===== config.mk =====
export PLATFORM = sky130hd
export DESIGN_NAME = monolith_perm_ctrl
export DESIGN_NICKNAME = d
export VERILOG_FILES = /design/src/rtl/monolith_pkg.sv /design/src/rtl/monolith_mod_add.sv /design/src/rtl/monolith_perm_ctrl.sv
export SDC_FILE = /design/constraint.sdc
export NUM_CORES = 2
export LEC_CHECK = 0
export BUFFER_PORTS_ARGS = -buffer_cell sky130_fd_sc_hd__buf_2
export CAP_MARGIN = 20
export CORE_AREA = 2 2 783 785
export DETAILED_ROUTE_END_ITERATION = 12
export DIE_AREA = 0 0 785 787
export GPL_TIMING_DRIVEN = 0
export PLACE_DENSITY = 0.3
export SYNTH_ARGS = -nofsm -noshare
export SYNTH_HDL_FRONTEND = slang
export SYNTH_HIERARCHICAL = 1
export SYNTH_SLANG_ARGS = --single-unit

===== constraint.sdc =====
create_clock -name clk -period 3.88 [get_ports clk]
set_clock_uncertainty 0.1 [all_clocks]
set_input_delay 0.388 -clock clk [delete_from_list [all_inputs] [get_ports clk]]
set_output_delay 0.388 -clock clk [all_outputs]
set_load 0.01 [all_outputs]

===== src/rtl/monolith_pkg.sv =====
// Shared constants and types for the Monolith round controller.
// Feed-forward option is selected in the top level with MONOLITH_FEED_FORWARD_EN.
package monolith_pkg;

    localparam int unsigned DEFAULT_WORD_WIDTH    = 31;
    localparam int unsigned DEFAULT_STATE_SIZE    = 16;
    localparam int unsigned DEFAULT_NUM_ROUNDS    = 6;
    localparam int unsigned DEFAULT_ROUND_LATENCY = 1;

    // Mersenne prime p = 2^31 - 1 for the default word width.
    localparam logic [30:0] MODULUS = 31'h7FFF_FFFF;

    typedef enum logic [1:0] {
        IDLE = 2'd0,
        RUN  = 2'd1,
        DONE = 2'd2
    } ctrl_state_t;

endpackage


===== src/rtl/monolith_mod_add.sv =====
// Single-word addition modulo the Mersenne prime 2^WORD_WIDTH - 1,
// with end-around-carry fold and canonicalisation of p to 0.
module monolith_mod_add #(
    parameter int WORD_WIDTH = 31
) (
    input  logic [WORD_WIDTH-1:0] a,
    input  logic [WORD_WIDTH-1:0] b,
    output logic [WORD_WIDTH-1:0] sum
);

    localparam logic [WORD_WIDTH-1:0] P = {WORD_WIDTH{1'b1}};

    logic [WORD_WIDTH:0]   wide_s;
    logic [WORD_WIDTH-1:0] fold_s;

    // 2^W == 1 mod p, so the carry folds back in; the fold cannot overflow for inputs <= p.
    always_comb begin
        wide_s = {1'b0, a} + {1'b0, b};
        fold_s = wide_s[WORD_WIDTH-1:0] + {{(WORD_WIDTH-1){1'b0}}, wide_s[WORD_WIDTH]};
        if (fold_s == P) begin
            sum = {WORD_WIDTH{1'b0}};
        end else begin
            sum = fold_s;
        end
    end

endmodule


===== src/rtl/monolith_perm_ctrl.sv =====
// Iterative round controller for the Monolith permutation around an external round datapath.
// Define MONOLITH_FEED_FORWARD_EN to add the input state to the result (mod p).
module monolith_perm_ctrl
    import monolith_pkg::*;
#(
    parameter int WORD_WIDTH    = DEFAULT_WORD_WIDTH,
    parameter int STATE_SIZE    = DEFAULT_STATE_SIZE,
    parameter int NUM_ROUNDS    = DEFAULT_NUM_ROUNDS,
    parameter int ROUND_LATENCY = DEFAULT_ROUND_LATENCY
) (
    input  logic                  clk,
    input  logic                  reset,
    input  logic                  in_valid,
    output logic                  in_ready,
    input  logic [WORD_WIDTH-1:0] in_state      [0:STATE_SIZE-1],
    output logic                  out_valid,
    input  logic                  out_ready,
    output logic [WORD_WIDTH-1:0] out_state     [0:STATE_SIZE-1],
    output logic [WORD_WIDTH-1:0] rnd_state_out [0:STATE_SIZE-1],
    input  logic [WORD_WIDTH-1:0] rnd_state_in  [0:STATE_SIZE-1],
    output logic [((NUM_ROUNDS > 1) ? $clog2(NUM_ROUNDS) : 1)-1:0] round_idx,
    output logic                  last_round,
    output logic                  busy
);

    localparam int IDX_W = (NUM_ROUNDS > 1) ? $clog2(NUM_ROUNDS) : 1;
    localparam int LAT_W = (ROUND_LATENCY > 0) ? $clog2(ROUND_LATENCY + 1) : 1;
    localparam logic [IDX_W-1:0] LAST_IDX = IDX_W'(NUM_ROUNDS - 1);
    localparam logic [LAT_W-1:0] LAT_END  = LAT_W'(ROUND_LATENCY);

    ctrl_state_t          cur_r;
    ctrl_state_t          nxt_s;
    logic [IDX_W-1:0]     round_cnt_r;
    logic [LAT_W-1:0]     lat_cnt_r;
    logic [WORD_WIDTH-1:0] state_r  [0:STATE_SIZE-1];
    logic [WORD_WIDTH-1:0] result_r [0:STATE_SIZE-1];
    logic [WORD_WIDTH-1:0] final_s  [0:STATE_SIZE-1];

    logic accept_s;
    logic round_end_s;
    logic is_last_s;

    assign accept_s    = (cur_r == IDLE) && in_valid;
    assign round_end_s = (cur_r == RUN) && (lat_cnt_r == LAT_END);
    assign is_last_s   = (round_cnt_r == LAST_IDX);

    assign rnd_state_out = state_r;
    assign out_state     = result_r;

`ifdef MONOLITH_FEED_FORWARD_EN
    logic [WORD_WIDTH-1:0] orig_r   [0:STATE_SIZE-1];
    logic [WORD_WIDTH-1:0] ff_sum_s [0:STATE_SIZE-1];

    // Original input held for the feed-forward addition after the last round.
    always_ff @(posedge clk) begin
        if (!reset) begin
            orig_r <= '{default: {WORD_WIDTH{1'b0}}};
        end else if (accept_s) begin
            orig_r <= in_state;
        end
    end

    for (genvar g = 0; g < STATE_SIZE; g++) begin : g_ff_add
        monolith_mod_add #(
            .WORD_WIDTH (WORD_WIDTH)
        ) u_ff_add (
            .a   (rnd_state_in[g]),
            .b   (orig_r[g]),
            .sum (ff_sum_s[g])
        );
    end

    assign final_s = ff_sum_s;
`else
    assign final_s = rnd_state_in;
`endif

    // FSM state register.
    always_ff @(posedge clk) begin
        if (!reset) begin
            cur_r <= IDLE;
        end else begin
            cur_r <= nxt_s;
        end
    end

    // Next-state selection and state-decoded handshake/status outputs.
    always_comb begin
        nxt_s      = cur_r;
        in_ready   = 1'b0;
        out_valid  = 1'b0;
        busy       = 1'b0;
        round_idx  = {IDX_W{1'b0}};
        last_round = 1'b0;
        case (cur_r)
            IDLE: begin
                in_ready = 1'b1;
                if (in_valid) begin
                    nxt_s = RUN;
                end else begin
                    nxt_s = IDLE;
                end
            end
            RUN: begin
                busy       = 1'b1;
                round_idx  = round_cnt_r;
                last_round = is_last_s;
                if (round_end_s && is_last_s) begin
                    nxt_s = DONE;
                end else begin
                    nxt_s = RUN;
                end
            end
            DONE: begin
                busy      = 1'b1;
                out_valid = 1'b1;
                if (out_ready) begin
                    nxt_s = IDLE;
                end else begin
                    nxt_s = DONE;
                end
            end
            default: begin
                nxt_s = IDLE;
            end
        endcase
    end

    // Round/latency counters and state/result capture; state_r is held for the whole round.
    always_ff @(posedge clk) begin
        if (!reset) begin
            round_cnt_r <= {IDX_W{1'b0}};
            lat_cnt_r   <= {LAT_W{1'b0}};
            state_r     <= '{default: {WORD_WIDTH{1'b0}}};
            result_r    <= '{default: {WORD_WIDTH{1'b0}}};
        end else if (accept_s) begin
            round_cnt_r <= {IDX_W{1'b0}};
            lat_cnt_r   <= {LAT_W{1'b0}};
            state_r     <= in_state;
        end else if (cur_r == RUN) begin
            if (round_end_s) begin
                if (is_last_s) begin
                    result_r <= final_s;
                end else begin
                    state_r     <= rnd_state_in;
                    round_cnt_r <= round_cnt_r + IDX_W'(1);
                    lat_cnt_r   <= {LAT_W{1'b0}};
                end
            end else begin
                lat_cnt_r <= lat_cnt_r + LAT_W'(1);
            end
        end
    end

endmodule


### Word level (Yosys, flattened, before mapping)

Index checks and enable logic that the tools add are counted.

| storage, ports and cells | value |
|---|---|
| input port bits | 996 |
| bits in registers | 998 |
| output and inout bits | 999 |

| operators by class | value |
|---|---|
| add/sub/neg operators | 2 |
| bitwise gates (word level) | 3 |
| muxes and demuxes | 15 |
| reduce and logical (&&, ||, !) cells | 12 |
| equality and inequality tests | 5 |

Operator list:

| kind | number |
|---|---|
| $mux W496 | 4 |
| $mux W1 | 7 |
| $pmux W2 S3 | 1 |
| $reduce_and A3 Y1 | 2 |
| $mux W2 | 2 |
| $ne A2 B2 Y1 const B | 2 |
| $reduce_and A4 Y1 | 1 |
| $reduce_bool A2 Y1 | 2 |
| $reduce_or A2 Y1 | 2 |
| $add A3 B1 Y3 const B | 1 |
| $eq A3 B3 Y1 const B | 1 |
| $logic_and A1 B1 Y1 | 3 |
| $mux W3 | 1 |
| $not A1 Y1 | 3 |
| $eq A2 B1 Y1 const B | 1 |
| $eq A2 B2 Y1 const B | 1 |
| $logic_not A2 Y1 | 1 |
| $reduce_and A2 Y1 | 1 |
| $add A1 B1 Y1 const B | 1 |

### Logic depth before layout (Yosys ltp)

| logic depth | value |
|---|---|
| word-level depth | 5 |
| depth in mapped cells | 9 |
| depth with buffers taken out | 5 |

### Worst setup path before layout

Ideal clock, no wire load.

| timing path | value |
|---|---|
| kind | reg2reg |
| from | reg cur_r[0] |
| to | reg state_r (netlist bit rnd_state_out[306]) |
| arrival | 1,686 ps |
| setup slack | 1,962 ps |
| data required time | 3,648 ps |
| path buffers | 4 |
| stages on the path, launching flop included | 10 |
| setup time | 132 ps |
| cell sequence | dfxtp_1 > inv_1 > ha_1 > and2_1 > buf_2 > buf_6 > buf_6 > buf_2 > nor4_1 > a211oi_2 |

| on the way | value |
|---|---|
| longest elaborated chain between the ends | 4 |
| elaborated cells on any way between the ends | 9 |
| classes of those cells | eq/ne: 2; mux: 1; reduce/logical: 6 |

RTL lines:

| element | RTL line | RTL |
|---|---|---|
| start: declaration | monolith_perm_ctrl.sv:31 | `ctrl_state_t cur_r;` |
| start signal: assignment | monolith_perm_ctrl.sv:83 | `cur_r <= nxt_s;` |
| $logic_not A2 Y1 or $eq A2 B1 Y1 (tied branches) | monolith_perm_ctrl.sv:43, monolith_perm_ctrl.sv:44, monolith_perm_ctrl.sv:140 |  |
| $logic_and A1 B1 Y1, on equally long branches | monolith_perm_ctrl.sv:43, monolith_perm_ctrl.sv:44 |  |
| $ne A2 B2 Y1 (no source line) or $reduce_bool A2 Y1 (tied branches) | - |  |
| $reduce_and A3 Y1 (no source line) | - |  |
| end signal: assignment | monolith_perm_ctrl.sv:139 | `state_r <= in_state;` |
| end signal: assignment | monolith_perm_ctrl.sv:145 | `state_r <= rnd_state_in;` |
| end: declaration | monolith_perm_ctrl.sv:35 | `logic [WORD_WIDTH-1:0] state_r [0:STATE_SIZE-1];` |

Parallel ways exist; a longest one is shown, timed or not.
A chain may end at the register's enable or synchronous reset.

### Final worst setup path

| timing path | value |
|---|---|
| from | reg cur_r[0] |
| to | reg state_r (netlist bit rnd_state_out[459]) |

Same word-level chain as after synthesis.

==> reports/results.txt <==
fraction of met1 tracks used by global routing: 21.1%
delay of the slowest cell on the worst path: 570 ps
filler-free cell count of the finished design: 16500
number of standard cells after synthesis: 5063
clock latency at the later pin of the worst-skew pair: 840 ps
Startpoint Class: flop
fraction of met3 tracks used by global routing: 6.73%
type of the worst setup path: reg -> reg
Worst R2R Setup Slack: 200 ps
measured slew at the worst slew-check pin: 1210 ps
number of buffers created by CTS: 152
post-CTS clock slew at the launch and capture registers of the worst setup and hold paths: 60 ps
DRC Markers: 0
cell at the slowest stage of the critical path: sky130_fd_sc_hd__dlygate4sd3_1
total setup violations reported at the end of the flow: 0
maximum net fanout on the critical path: 11
via total after detailed routing: 56300
total track usage: 17.1%
Die Y: 787 um
sequential fraction of the synthesis area: 45.4%
number of global-route vias before repair: 55800
Critical Path Most Common Cell: sky130_fd_sc_hd__buf_2
synthesized flop and latch total: 998
clock tree root driver cell: sky130_fd_sc_hd__clkbuf_16
global route overflow: 0
Tightest Hold Check Type: in -> reg
IO buf count: 1993
Post-Synthesis Cell Area: 44000 um^2
CTS tree: built
largest net degree at the start of global routing: 20
final core utilization: 13.1%
most numerous cell types in the synthesized netlist: 998 x sky130_fd_sc_hd__dfxtp_1, 996 x sky130_fd_sc_hd__nand2_1, 500 x sky130_fd_sc_hd__nor2_1, 497 x sky130_fd_sc_hd__o21ai_0, 496 x sky130_fd_sc_hd__mux2i_1
length in cells of the worst reg-to-reg path: 10
most common flop cell mapped by yosys: sky130_fd_sc_hd__dfxtp_1
fillcell total: 70500
pwr/cell area: 405 nW/um^2
critical register-to-register path endpoint: rnd_state_out[459]
startpoint of the worst-slack reg-to-reg timing path: cur_r[0]
HPWL after detailed placement: 489000 um
maximum achievable frequency: 272 MHz
average size of a mapped cell: 8.69 um^2
CP endpoint kind: flop
starting density of the core: 7.22%
total placed cells including tap cells: 15200
part of the cycle the worst path needs: 94.8%
fraction of post-synthesis cell area in the top cell type by area: 45.4%
result of the run: completed
cell types occupying the most area after synthesis: sky130_fd_sc_hd__dfxtp_1 45%, sky130_fd_sc_hd__mux2i_1 11%, sky130_fd_sc_hd__nand2_1 8.5%
first-pass GRT wire length: 678000 um
GR Util met2: 27.7%
post-synth cell types: 25
Post-synth EDFFs: 0
end point of the critical path: rnd_state_out[459]
iteration count of the initial detailed-routing pass: 9
violation count after the first detailed-route iteration: 4620
Die ar.: 618000 um^2
area growth from synthesis to layout: 80.9%
count of buffers added by post-CTS timing repair for setup: 0
clock buffer depth: 4
dominant cell by count in the synthesized netlist: sky130_fd_sc_hd__dfxtp_1
number of nets in the final layout: 9233
critical path data arrival time: 4380 ps
instance count on the critical path: 10
die width: 785 um
VDD IR-drop max: 0.307 mV
share of layout cells above drive strength 1: 33.1%
number of violations of the max-capacitance limit: 0
final count of pins violating max slew: 0
weighted congestion at the end of routability-driven global placement: 1.07
cell chain of the critical path: inv_1, ha_1, and2_1, buf_2, buf_6, buf_2, buf_2, nor2_1, a211oi_1, dlygate4sd3_1
average wire length per cell after detail routing: 33.5 um
H-Tree Level Count: 4
crit path launch: cur_r[0]
Final Routed Wirelength: 554000 um
delay-heaviest family, CP: buffers and inverters
Period minus WS final: 3680 ps
post-synthesis async set-or-reset flop share: 0%
global route hottest layer: met2
top-level port count: 1995
area of the core: 609000 um^2
Syn Nets: 6065
max-slew headroom at the worst pin: 18.5%
final-report hold violation count: 0
Antenna Nets Post-Route: 0
average via count per standard cell: 3.40
number of antenna violations at the first check in global routing: 329
std cell rows: 287
critical path required time: 4580 ps
buffer and inverter count on the worst path: 6
Clock Sinks: 998
Ys Warns: 6
Leakage Power: 0.0308 uW
cell type with the highest aggregate area in the netlist: sky130_fd_sc_hd__dfxtp_1
-- power by group --
group | internal, uW | leakage [uW] | switching (uW)
Sequential | 10700 | 0.00816 | 355
Combinational | 2030 | 0.0203 | 4580
Clock | 8280 | 0.00239 | 6240
-- logic make-up (layout without fill, tap and decap cells) --
family | Yosys count | in the layout | synth area share (%)
and+or+nand+nor | 2007 | 2007 | 21.1
AOI/OAI and AO/OA | 999 | 999 | 15.3
DFF | 998 | 998 | 45.4
buffers and inverters | 557 | 3830 | 6.69
muxes | 496 | 496 | 11.3
adders and majority gates | 6 | 6 | 0.171
other | 0 | 107 | 0
-- worst register-to-register path, cell delays in order (launching register included) --
cell and delay (ps):
sky130_fd_sc_hd__dfxtp_1 330, sky130_fd_sc_hd__inv_1 80, sky130_fd_sc_hd__ha_1 200, sky130_fd_sc_hd__and2_1 150
sky130_fd_sc_hd__buf_2 300, sky130_fd_sc_hd__buf_6 420, sky130_fd_sc_hd__buf_2 660, sky130_fd_sc_hd__buf_2 510
sky130_fd_sc_hd__nor2_1 90, sky130_fd_sc_hd__a211oi_1 230, sky130_fd_sc_hd__dlygate4sd3_1 570
-- per-stage QoR --
stage          setup slack, ps  instance area (um^2)  hold slack (ps)  TNS [ps]  total power [uW]
3_5_place_dp              -211                 64400              343      -851             16900
3_3_place_gp             -1560                 64100              339   -260800             16900
5_1_grt                  -8.02                 79400             13.0     -8.02             33400
2_1_floorplan             1960                 44000              379         0             12900
6_report                   201                 79600              164         0             32200
4_1_cts                   43.2                 79300             16.3         0             32900
-- state kept, by name, indices dropped and copies added, names as in the netlist --
signal / cells
rnd_state_out: 496
round_cnt_r: 3
lat_cnt_r: 1
out_state: 496
cur_r: 2
-- cells in the final DEF, fill, tap and decap left out, drive strengths merged --
master	netlist	routed
and2	6	6
nor2	500	500
o31ai	1	1
and3	1	1
o21ai	497	497
a211oi	497	497
mux2i	496	496
clkbuf	197	411
dfxtp	998	998
nand2b	2	2
bufinv	0	7
a21oi	4	4
dlygate4sd3	0	1004
buf	356	2366
nand2	997	997
clkinv	0	28
diode	0	107
ha	6	6
or3	2	2
nor3	2	2
inv	4	8
nor4	496	496
clkinvlp	0	6
nand4	1	1
-- what timing repair did --
action | in CTS | in global routing
hold endpoints to repair | 993 | 0
endpoints found under the setup margin | 1 | 2
gates resized for setup | 0 | 1
hold buffers | 1004 | 0
-- how the worst min path moves through the flow --
stage / from / to / slack (ps) / cells after the start
after floorplan: out_state[0] / out_state[0] / 380 / 2
final: in_state[445] / rnd_state_out[445] / 160 / 3
after CTS: in_state[445] / rnd_state_out[445] / 20 / 3
after global placement: out_state[180] / out_state[180] / 340 / 2
after detailed placement: out_state[366] / out_state[366] / 340 / 2
after global routing: in_state[445] / rnd_state_out[445] / 10 / 3
-- per-layer routing --
layer | wire length, um | vias up
li1 | - | 24500
met2 | 250000 | 2974
met4 | 17900 | 68
met1 | 230000 | 28000
met3 | 56100 | 762
met5 | 518 | -
-- layout make-up --
cell class | count | area, um^2 | share of cell area [%]
Antenna cell | 107 | 268 | 0.336
Multi-Input combinational cell | 3508 | 21100 | 26.5
Inverter | 4 | 15.0 | 0.0189
Clock inverter | 45 | 536 | 0.673
Clock buffer | 214 | 4350 | 5.46
Tap cell | 8092 | 10100 | 12.7
Sequential cell | 998 | 20000 | 25.1
Buffer | 552 | 2940 | 3.69
Timing Repair Buffer | 3015 | 20300 | 25.5
Power figures use the tool's default switching activity.
